===== src/rtl/spi_pkg.sv =====
// spi_pkg
//   Shared definitions for the SPI master/slave pair: bit positions inside the
//   SPI_CTRL and SPI_STATUS registers, the frame-length field width, and the
//   protocol state enum. Imported by spi_logic_slave and spi_logic_master.
package spi_pkg;

  // SPI_CTRL bit positions
  localparam int CTRL_EN     = 0;
  localparam int CTRL_CPOL   = 1;
  localparam int CTRL_CPHA   = 2;
  localparam int CTRL_LSBF   = 3;
  localparam int CTRL_LEN_LO = 4;
  localparam int CTRL_LEN_HI = 8;
  localparam int CTRL_W      = CTRL_LEN_HI + 1;
  localparam int LEN_W       = CTRL_LEN_HI - CTRL_LEN_LO + 1;

  // SPI_STATUS bit positions
  localparam int STAT_BUSY  = 0;
  localparam int STAT_RXV   = 1;
  localparam int STAT_OVR   = 2;
  localparam int STATUS_W   = 3;

  typedef enum logic [1:0] {
    ST_IDLE   = 2'd0,
    ST_ACTIVE = 2'd1,
    ST_DONE   = 2'd2
  } spi_state_t;

  // Position in the receive register where the bit with index cnt (0 = first
  // on the wire) is stored for a frame of length len+1.
  function automatic logic [LEN_W-1:0] rx_bit_index(input logic lsbf,
                                                    input logic [LEN_W-1:0] len,
                                                    input logic [LEN_W-1:0] cnt);
    return lsbf ? cnt : (len - cnt);
  endfunction

endpackage


===== src/rtl/spi_sync_edge.sv =====
// spi_sync_edge
//   Brings one asynchronous pin into the clk domain through SYNC_STAGES flops,
//   then keeps one history flop so rising/falling edges can be detected by
//   comparing the history with the last synchronizer stage.
//
// Ports
//   clk    in   system clock
//   rst    in   synchronous active-high reset
//   din    in   asynchronous pin
//   level  out  synchronized pin level
//   rise   out  one-cycle pulse on a detected 0->1 transition
//   fall   out  one-cycle pulse on a detected 1->0 transition
module spi_sync_edge #(
  parameter int   SYNC_STAGES = 2,
  parameter logic RST_VAL     = 1'b0
) (
  input  logic clk,
  input  logic rst,
  input  logic din,
  output logic level,
  output logic rise,
  output logic fall
);

  logic [SYNC_STAGES-1:0] sync_q;
  logic                   hist_q;

  // Reset value matches the pin's idle level so no edge is reported right
  // after reset when the pin simply sits at its inactive state.
  always_ff @(posedge clk) begin
    if (rst) begin
      sync_q <= {SYNC_STAGES{RST_VAL}};
      hist_q <= RST_VAL;
    end else begin
      sync_q[0] <= din;
      for (int i = 1; i < SYNC_STAGES; i++) begin
        sync_q[i] <= sync_q[i-1];
      end
      hist_q <= sync_q[SYNC_STAGES-1];
    end
  end

  assign level = sync_q[SYNC_STAGES-1];
  assign rise  = level & ~hist_q;
  assign fall  = ~level & hist_q;

endmodule


===== src/rtl/spi_logic_slave.sv =====
// spi_logic_slave
//   SPI responder running entirely in the clk_cpu domain. SCK/SS/MOSI are
//   oversampled through synchronizers; the slave shifts a CPU-supplied word
//   out on MISO while capturing MOSI. All four CPOL/CPHA modes, 1..32-bit
//   frames and MSB/LSB-first order are supported. Back-to-back frames under a
//   single SS low are handled by reloading SPI_DATA_OUT after each frame.
//
// Ports
//   clk_cpu       in   system clock
//   rst           in   synchronous active-high reset
//   SPI_CTRL      in   [0] enable [1] CPOL [2] CPHA [3] LSB-first [8:4] len-1
//   SPI_DATA_OUT  in   word to transmit, sampled at frame start
//   SPI_DATA_IN   out  last received frame, right-aligned
//   SPI_RX_ACK    in   one-cycle pulse clearing rx_valid and overrun
//   SPI_STATUS    out  [0] busy [1] rx_valid [2] overrun
//   SCK, SS, MOSI in   asynchronous SPI pins (SS active low)
//   MISO          out  serial data out
//   MISO_OE       out  MISO drive enable while selected
//   IRQ_SPI       out  one-cycle frame-complete pulse
module spi_logic_slave #(
  parameter int DATA_W      = 32,
  parameter int SYNC_STAGES = 2
) (
  input  logic              clk_cpu,
  input  logic              rst,
  input  logic [8:0]        SPI_CTRL,
  input  logic [DATA_W-1:0] SPI_DATA_OUT,
  output logic [DATA_W-1:0] SPI_DATA_IN,
  input  logic              SPI_RX_ACK,
  output logic [2:0]        SPI_STATUS,
  input  logic              SCK,
  input  logic              SS,
  input  logic              MOSI,
  output logic              MISO,
  output logic              MISO_OE,
  output logic              IRQ_SPI
);

  import spi_pkg::*;

  logic sck_lvl, sck_rise, sck_fall;
  logic ss_lvl, ss_rise, ss_fall;
  logic mosi_lvl, mosi_rise_unused, mosi_fall_unused;

  spi_sync_edge #(.SYNC_STAGES(SYNC_STAGES), .RST_VAL(1'b0)) u_sync_sck (
    .clk(clk_cpu), .rst(rst), .din(SCK),
    .level(sck_lvl), .rise(sck_rise), .fall(sck_fall)
  );

  // SS idles high, so its synchronizer resets high.
  spi_sync_edge #(.SYNC_STAGES(SYNC_STAGES), .RST_VAL(1'b1)) u_sync_ss (
    .clk(clk_cpu), .rst(rst), .din(SS),
    .level(ss_lvl), .rise(ss_rise), .fall(ss_fall)
  );

  spi_sync_edge #(.SYNC_STAGES(SYNC_STAGES), .RST_VAL(1'b0)) u_sync_mosi (
    .clk(clk_cpu), .rst(rst), .din(MOSI),
    .level(mosi_lvl), .rise(mosi_rise_unused), .fall(mosi_fall_unused)
  );

  spi_state_t        state;
  logic              cpol_q, cpha_q, lsbf_q;
  logic [LEN_W-1:0]  len_q;
  logic [DATA_W-1:0] tx_shift;
  logic [DATA_W-1:0] rx_shift;
  logic [LEN_W:0]    bit_cnt;
  logic [DATA_W-1:0] data_in_q;
  logic              active_q, miso_q, irq_q, rx_valid_q, overrun_q;

  logic              enable;
  logic              lead_evt, trail_evt, sample_evt, shift_evt;
  logic              frame_start;
  logic              cfg_cpha, cfg_lsbf;
  logic [LEN_W-1:0]  cfg_len;
  logic [DATA_W-1:0] tx_load;
  logic              first_bit;
  logic [LEN_W-1:0]  rx_idx;

  // Enable is honoured live so clearing it aborts a frame in progress; every
  // other control field comes from the copy latched at frame start.
  always_comb begin
    enable     = SPI_CTRL[CTRL_EN];
    lead_evt   = cpol_q ? sck_fall : sck_rise;
    trail_evt  = cpol_q ? sck_rise : sck_fall;
    sample_evt = cpha_q ? trail_evt : lead_evt;
    shift_evt  = cpha_q ? lead_evt  : trail_evt;
    rx_idx     = rx_bit_index(lsbf_q, len_q, bit_cnt[LEN_W-1:0]);
  end

  // A frame starts either from IDLE on an SS fall (fresh config from
  // SPI_CTRL) or straight out of DONE while SS is still low (config kept).
  // For CPHA=0 the first bit goes out immediately, so the shifter is loaded
  // already advanced by one position.
  always_comb begin
    frame_start = enable && (((state == ST_IDLE) && ss_fall) ||
                             ((state == ST_DONE) && !ss_lvl));
    cfg_cpha    = (state == ST_IDLE) ? SPI_CTRL[CTRL_CPHA] : cpha_q;
    cfg_lsbf    = (state == ST_IDLE) ? SPI_CTRL[CTRL_LSBF] : lsbf_q;
    cfg_len     = (state == ST_IDLE) ? SPI_CTRL[CTRL_LEN_HI:CTRL_LEN_LO] : len_q;
    first_bit   = cfg_lsbf ? SPI_DATA_OUT[0] : SPI_DATA_OUT[cfg_len];
    if (cfg_cpha) begin
      tx_load = SPI_DATA_OUT;
    end else begin
      tx_load = cfg_lsbf ? (SPI_DATA_OUT >> 1) : (SPI_DATA_OUT << 1);
    end
  end

  // Protocol FSM. Ack is applied first so that a DONE in the same cycle
  // overrides it; overrun looks at rx_valid as it was before the ack.
  // With CPHA=0 a shift edge seen at count 0 is the trailing edge left over
  // from the previous back-to-back frame and must not consume a bit.
  always_ff @(posedge clk_cpu) begin
    if (rst) begin
      state      <= ST_IDLE;
      cpol_q     <= 1'b0;
      cpha_q     <= 1'b0;
      lsbf_q     <= 1'b0;
      len_q      <= '0;
      tx_shift   <= '0;
      rx_shift   <= '0;
      bit_cnt    <= '0;
      data_in_q  <= '0;
      active_q   <= 1'b0;
      miso_q     <= 1'b0;
      irq_q      <= 1'b0;
      rx_valid_q <= 1'b0;
      overrun_q  <= 1'b0;
    end else begin
      irq_q <= 1'b0;
      if (SPI_RX_ACK) begin
        rx_valid_q <= 1'b0;
        overrun_q  <= 1'b0;
      end
      if (!enable) begin
        state    <= ST_IDLE;
        active_q <= 1'b0;
        miso_q   <= 1'b0;
      end else begin
        unique case (state)
          ST_IDLE: begin
          end
          ST_ACTIVE: begin
            if (ss_rise) begin
              state    <= ST_IDLE;
              active_q <= 1'b0;
              miso_q   <= 1'b0;
            end else begin
              if (shift_evt && (cpha_q || (bit_cnt != '0))) begin
                miso_q   <= lsbf_q ? tx_shift[0] : tx_shift[len_q];
                tx_shift <= lsbf_q ? (tx_shift >> 1) : (tx_shift << 1);
              end
              if (sample_evt) begin
                rx_shift[rx_idx] <= mosi_lvl;
                bit_cnt          <= bit_cnt + 6'd1;
                if (bit_cnt == {1'b0, len_q}) begin
                  state <= ST_DONE;
                end
              end
            end
          end
          ST_DONE: begin
            data_in_q  <= rx_shift;
            irq_q      <= 1'b1;
            rx_valid_q <= 1'b1;
            overrun_q  <= rx_valid_q | (overrun_q & ~SPI_RX_ACK);
            if (ss_lvl) begin
              state    <= ST_IDLE;
              active_q <= 1'b0;
              miso_q   <= 1'b0;
            end
          end
          default: begin
            state    <= ST_IDLE;
            active_q <= 1'b0;
            miso_q   <= 1'b0;
          end
        endcase
        if (frame_start) begin
          state    <= ST_ACTIVE;
          active_q <= 1'b1;
          tx_shift <= tx_load;
          rx_shift <= '0;
          bit_cnt  <= '0;
          if (!cfg_cpha) begin
            miso_q <= first_bit;
          end
          if (state == ST_IDLE) begin
            cpol_q <= SPI_CTRL[CTRL_CPOL];
            cpha_q <= SPI_CTRL[CTRL_CPHA];
            lsbf_q <= SPI_CTRL[CTRL_LSBF];
            len_q  <= SPI_CTRL[CTRL_LEN_HI:CTRL_LEN_LO];
          end
        end
      end
    end
  end

  assign SPI_DATA_IN           = data_in_q;
  assign SPI_STATUS[STAT_BUSY] = active_q;
  assign SPI_STATUS[STAT_RXV]  = rx_valid_q;
  assign SPI_STATUS[STAT_OVR]  = overrun_q;
  assign MISO                  = miso_q;
  assign MISO_OE               = active_q;
  assign IRQ_SPI               = irq_q;

endmodule


===== config.mk =====
export PLATFORM = sky130hd
export DESIGN_NAME = spi_logic_slave
export DESIGN_NICKNAME = d
export VERILOG_FILES = /design/src/rtl/spi_pkg.sv /design/src/rtl/spi_sync_edge.sv /design/src/rtl/spi_logic_slave.sv
export SDC_FILE = /design/constraint.sdc
export NUM_CORES = 1
export LEC_CHECK = 0
export CAP_MARGIN = 20
export CORE_MARGIN = 5
export CORE_UTILIZATION = 60
export DETAILED_ROUTE_END_ITERATION = 6
export PLACE_DENSITY = 0.85
export SYNTH_ARGS = -nofsm -noshare
export SYNTH_HDL_FRONTEND = slang
export SYNTH_HIERARCHICAL = 1
export SYNTH_SLANG_ARGS = --single-unit

===== constraint.sdc =====
create_clock -name clk_cpu -period 7.1 [get_ports clk_cpu]
set_input_delay 1.42 -clock clk_cpu [delete_from_list [all_inputs] [get_ports clk_cpu]]
set_output_delay 1.42 -clock clk_cpu [all_outputs]
set_load 0.005 [all_outputs]

==> flow_metrics.env <==
export IMPL_hold_viol_final=0
export IMPL_hold_path_class="reg2reg"
export IMPL_synth_area_um2=7050
export IMPL_grt_max_degree=87
export IMPL_drtIter0Drc=762
export IMPL_antenna_found_initial=0
export IMPL_hold_path_end="u_sync_ss/sync_q[1]"
export IMPL_worst_pin_slew_ns=1.04
export IMPL_fin_crit_ns=3.45
export IMPL_finClkSkew_ns=0.00743
export IMPL_worst_r2r_path_depth=10
export IMPL_cts_resized=0
export IMPL_place_congestion=0.923
export IMPL_grt_pass1_vias=6242
export IMPL_maxCapViolCount=0
export IMPL_outcome="complete, no violations"
export IMPL_cts_buffer_depth=2
export IMPL_rows=39
export IMPL_cp_slowest_stage_delay_ns=0.52
export IMPL_crit_type="in2reg"
export IMPL_grtUsageTotal=0.269
export IMPL_most_common_layout_cells="nand2_1, dfxtp_1, a21oi_1"
export IMPL_whs_ns=0.412
export IMPL_fin_crit_sh=0.486
export IMPL_crit_path_cell_trace="clkdlybuf4s50_1, nor2b_1, o21ai_4, o21ai_1, nand3_1, o31ai_1, a21oi_1"
export IMPL_place_area_um2=7870
export IMPL_core_um2=11500
export IMPL_powerDensity_nw_per_um2=205
export IMPL_fp_dieW_um=118
export IMPL_holdCritStartpoint="u_sync_ss/sync_q[0]"
export IMPL_required_ns=7.39
export IMPL_maxSlewHeadroom=0.301
export IMPL_wl_per_cell_um=18.3
export IMPL_synth_nets=887
export IMPL_die_area_um2=14000
export IMPL_critical_path_startpoint_type="input pin"
export IMPL_syn_inst=833
export IMPL_cts_hold_buffers=0
export IMPL_start_util=0.615
export IMPL_r2r_start="len_q[0]"
export IMPL_syn_to_final_growth_pct=20.5
export IMPL_crit_fanout=40
export IMPL_vias=6613
export IMPL_regToRegEndpoint="rx_shift[12]"
export IMPL_peakVddDrop_v=0.000197
export IMPL_critPathCaptureType="flip-flop"
export IMPL_syn_area_per_cell_um2=8.46
export IMPL_yosys_warnings=6
export IMPL_portBuffers=84
export IMPL_fin_util=0.741
export IMPL_grt_pass1_wl_um=31300
export IMPL_path_delay_family="compound AO/OA/AOI/OAI gates"
export IMPL_cts_root_buf="clkbuf_16"
export IMPL_r2r_setup_slack_ns=3.93
export IMPL_report_final_setup_viol=0
export IMPL_arrival_ns=3.73
export IMPL_cts_tree="yes"
export IMPL_clk_pin_slew_worst_paths_ns=0.06
export IMPL_dp_slack_ns=3.19
export IMPL_wirelength_um=19000
export IMPL_p_leak_nw=2.90
export IMPL_drive_above_1_share=0.0893
export IMPL_drv_slew=0
export IMPL_tns_ns=0
export IMPL_nets=938
export IMPL_rsz0062_at_grt="false"
export IMPL_cts_made_buffers=17
export IMPL_ios=85
export IMPL_crit_buf_inv=1
export IMPL_drc=0
export IMPL_post_place_cells=1006
export IMPL_num_fill_cells=794
export IMPL_finalWorstSetupSlack_ns=3.65
export IMPL_cts_htree_levels=4
export IMPL_numClockSinks=125
export IMPL_dpl_hpwl_um=12900
export IMPL_routed_via_density=6.36
export IMPL_fin_area_um2=8490
export IMPL_insertion_delay_ns=0.42
export IMPL_min_path_cells=1
export IMPL_overflow=0
export IMPL_total_power_mw=1.74
export IMPL_layout_commonest_cell="nand2_1"
export IMPL_cp_slowest_cell="clkdlybuf4s50_1"
export IMPL_post_cts_buffers=0
export IMPL_fmax_mhz=290
export IMPL_drt_antenna_violating_nets=0
export IMPL_die_height_um=118
export IMPL_instances_no_fill=1039
export IMPL_drtPass1Iterations=5
export IMPL_n_antenna_cell=0
[metal layers]
layer  vias up  share of wire  track usage
met2       329           0.46        0.414
met4         0          0.023        0.108
met1      3104           0.42        0.360
met3        39          0.089       0.0731
li1       3141              -            -
met5         -              0            0
[worst max-delay path by stage]
stage / from / endpoint / slack, ns / cells after the start
6_report: SPI_CTRL[0] / rx_shift[28] / 3.65 / 7
5_1_grt: SPI_CTRL[0] / rx_shift[30] / 3.51 / 7
4_1_cts: SPI_CTRL[0] / rx_shift[16] / 3.61 / 7
3_5_place_dp: SPI_CTRL[0] / rx_shift[2] / 3.19 / 7
3_3_place_gp: SPI_CTRL[0] / rx_shift[5] / 3.39 / 7
2_1_floorplan: SPI_CTRL[5] / MISO / 4.19 / 7
[where the power goes]
part / switching (mW) / internal (mW) / total, mW
logic: 0.0922 / 0.0739 / 0.166
registers: 0.0111 / 0.710 / 0.721
clock network: 0.330 / 0.527 / 0.857
total: 0.433 / 1.31 / 1.74
[sequential cells by signal (all words and copies together), names as in the netlist, 5 cells and up]
name and count:
tx_shift 32, SPI_DATA_IN 32, len_q 5, rx_shift 32, bit_cnt 6
[final cells by class]
type	count	area, um2	share of cell area
multi-input combinational	630	4210	0.496
sequential	125	2500	0.295
timing repair buffer	95	966	0.114
inverter	15	56.3	0.00663
clock inverter	12	136	0.0161
clock buffer	19	443	0.0521
tap	143	179	0.0211
(Power assumes the default switching activity.)
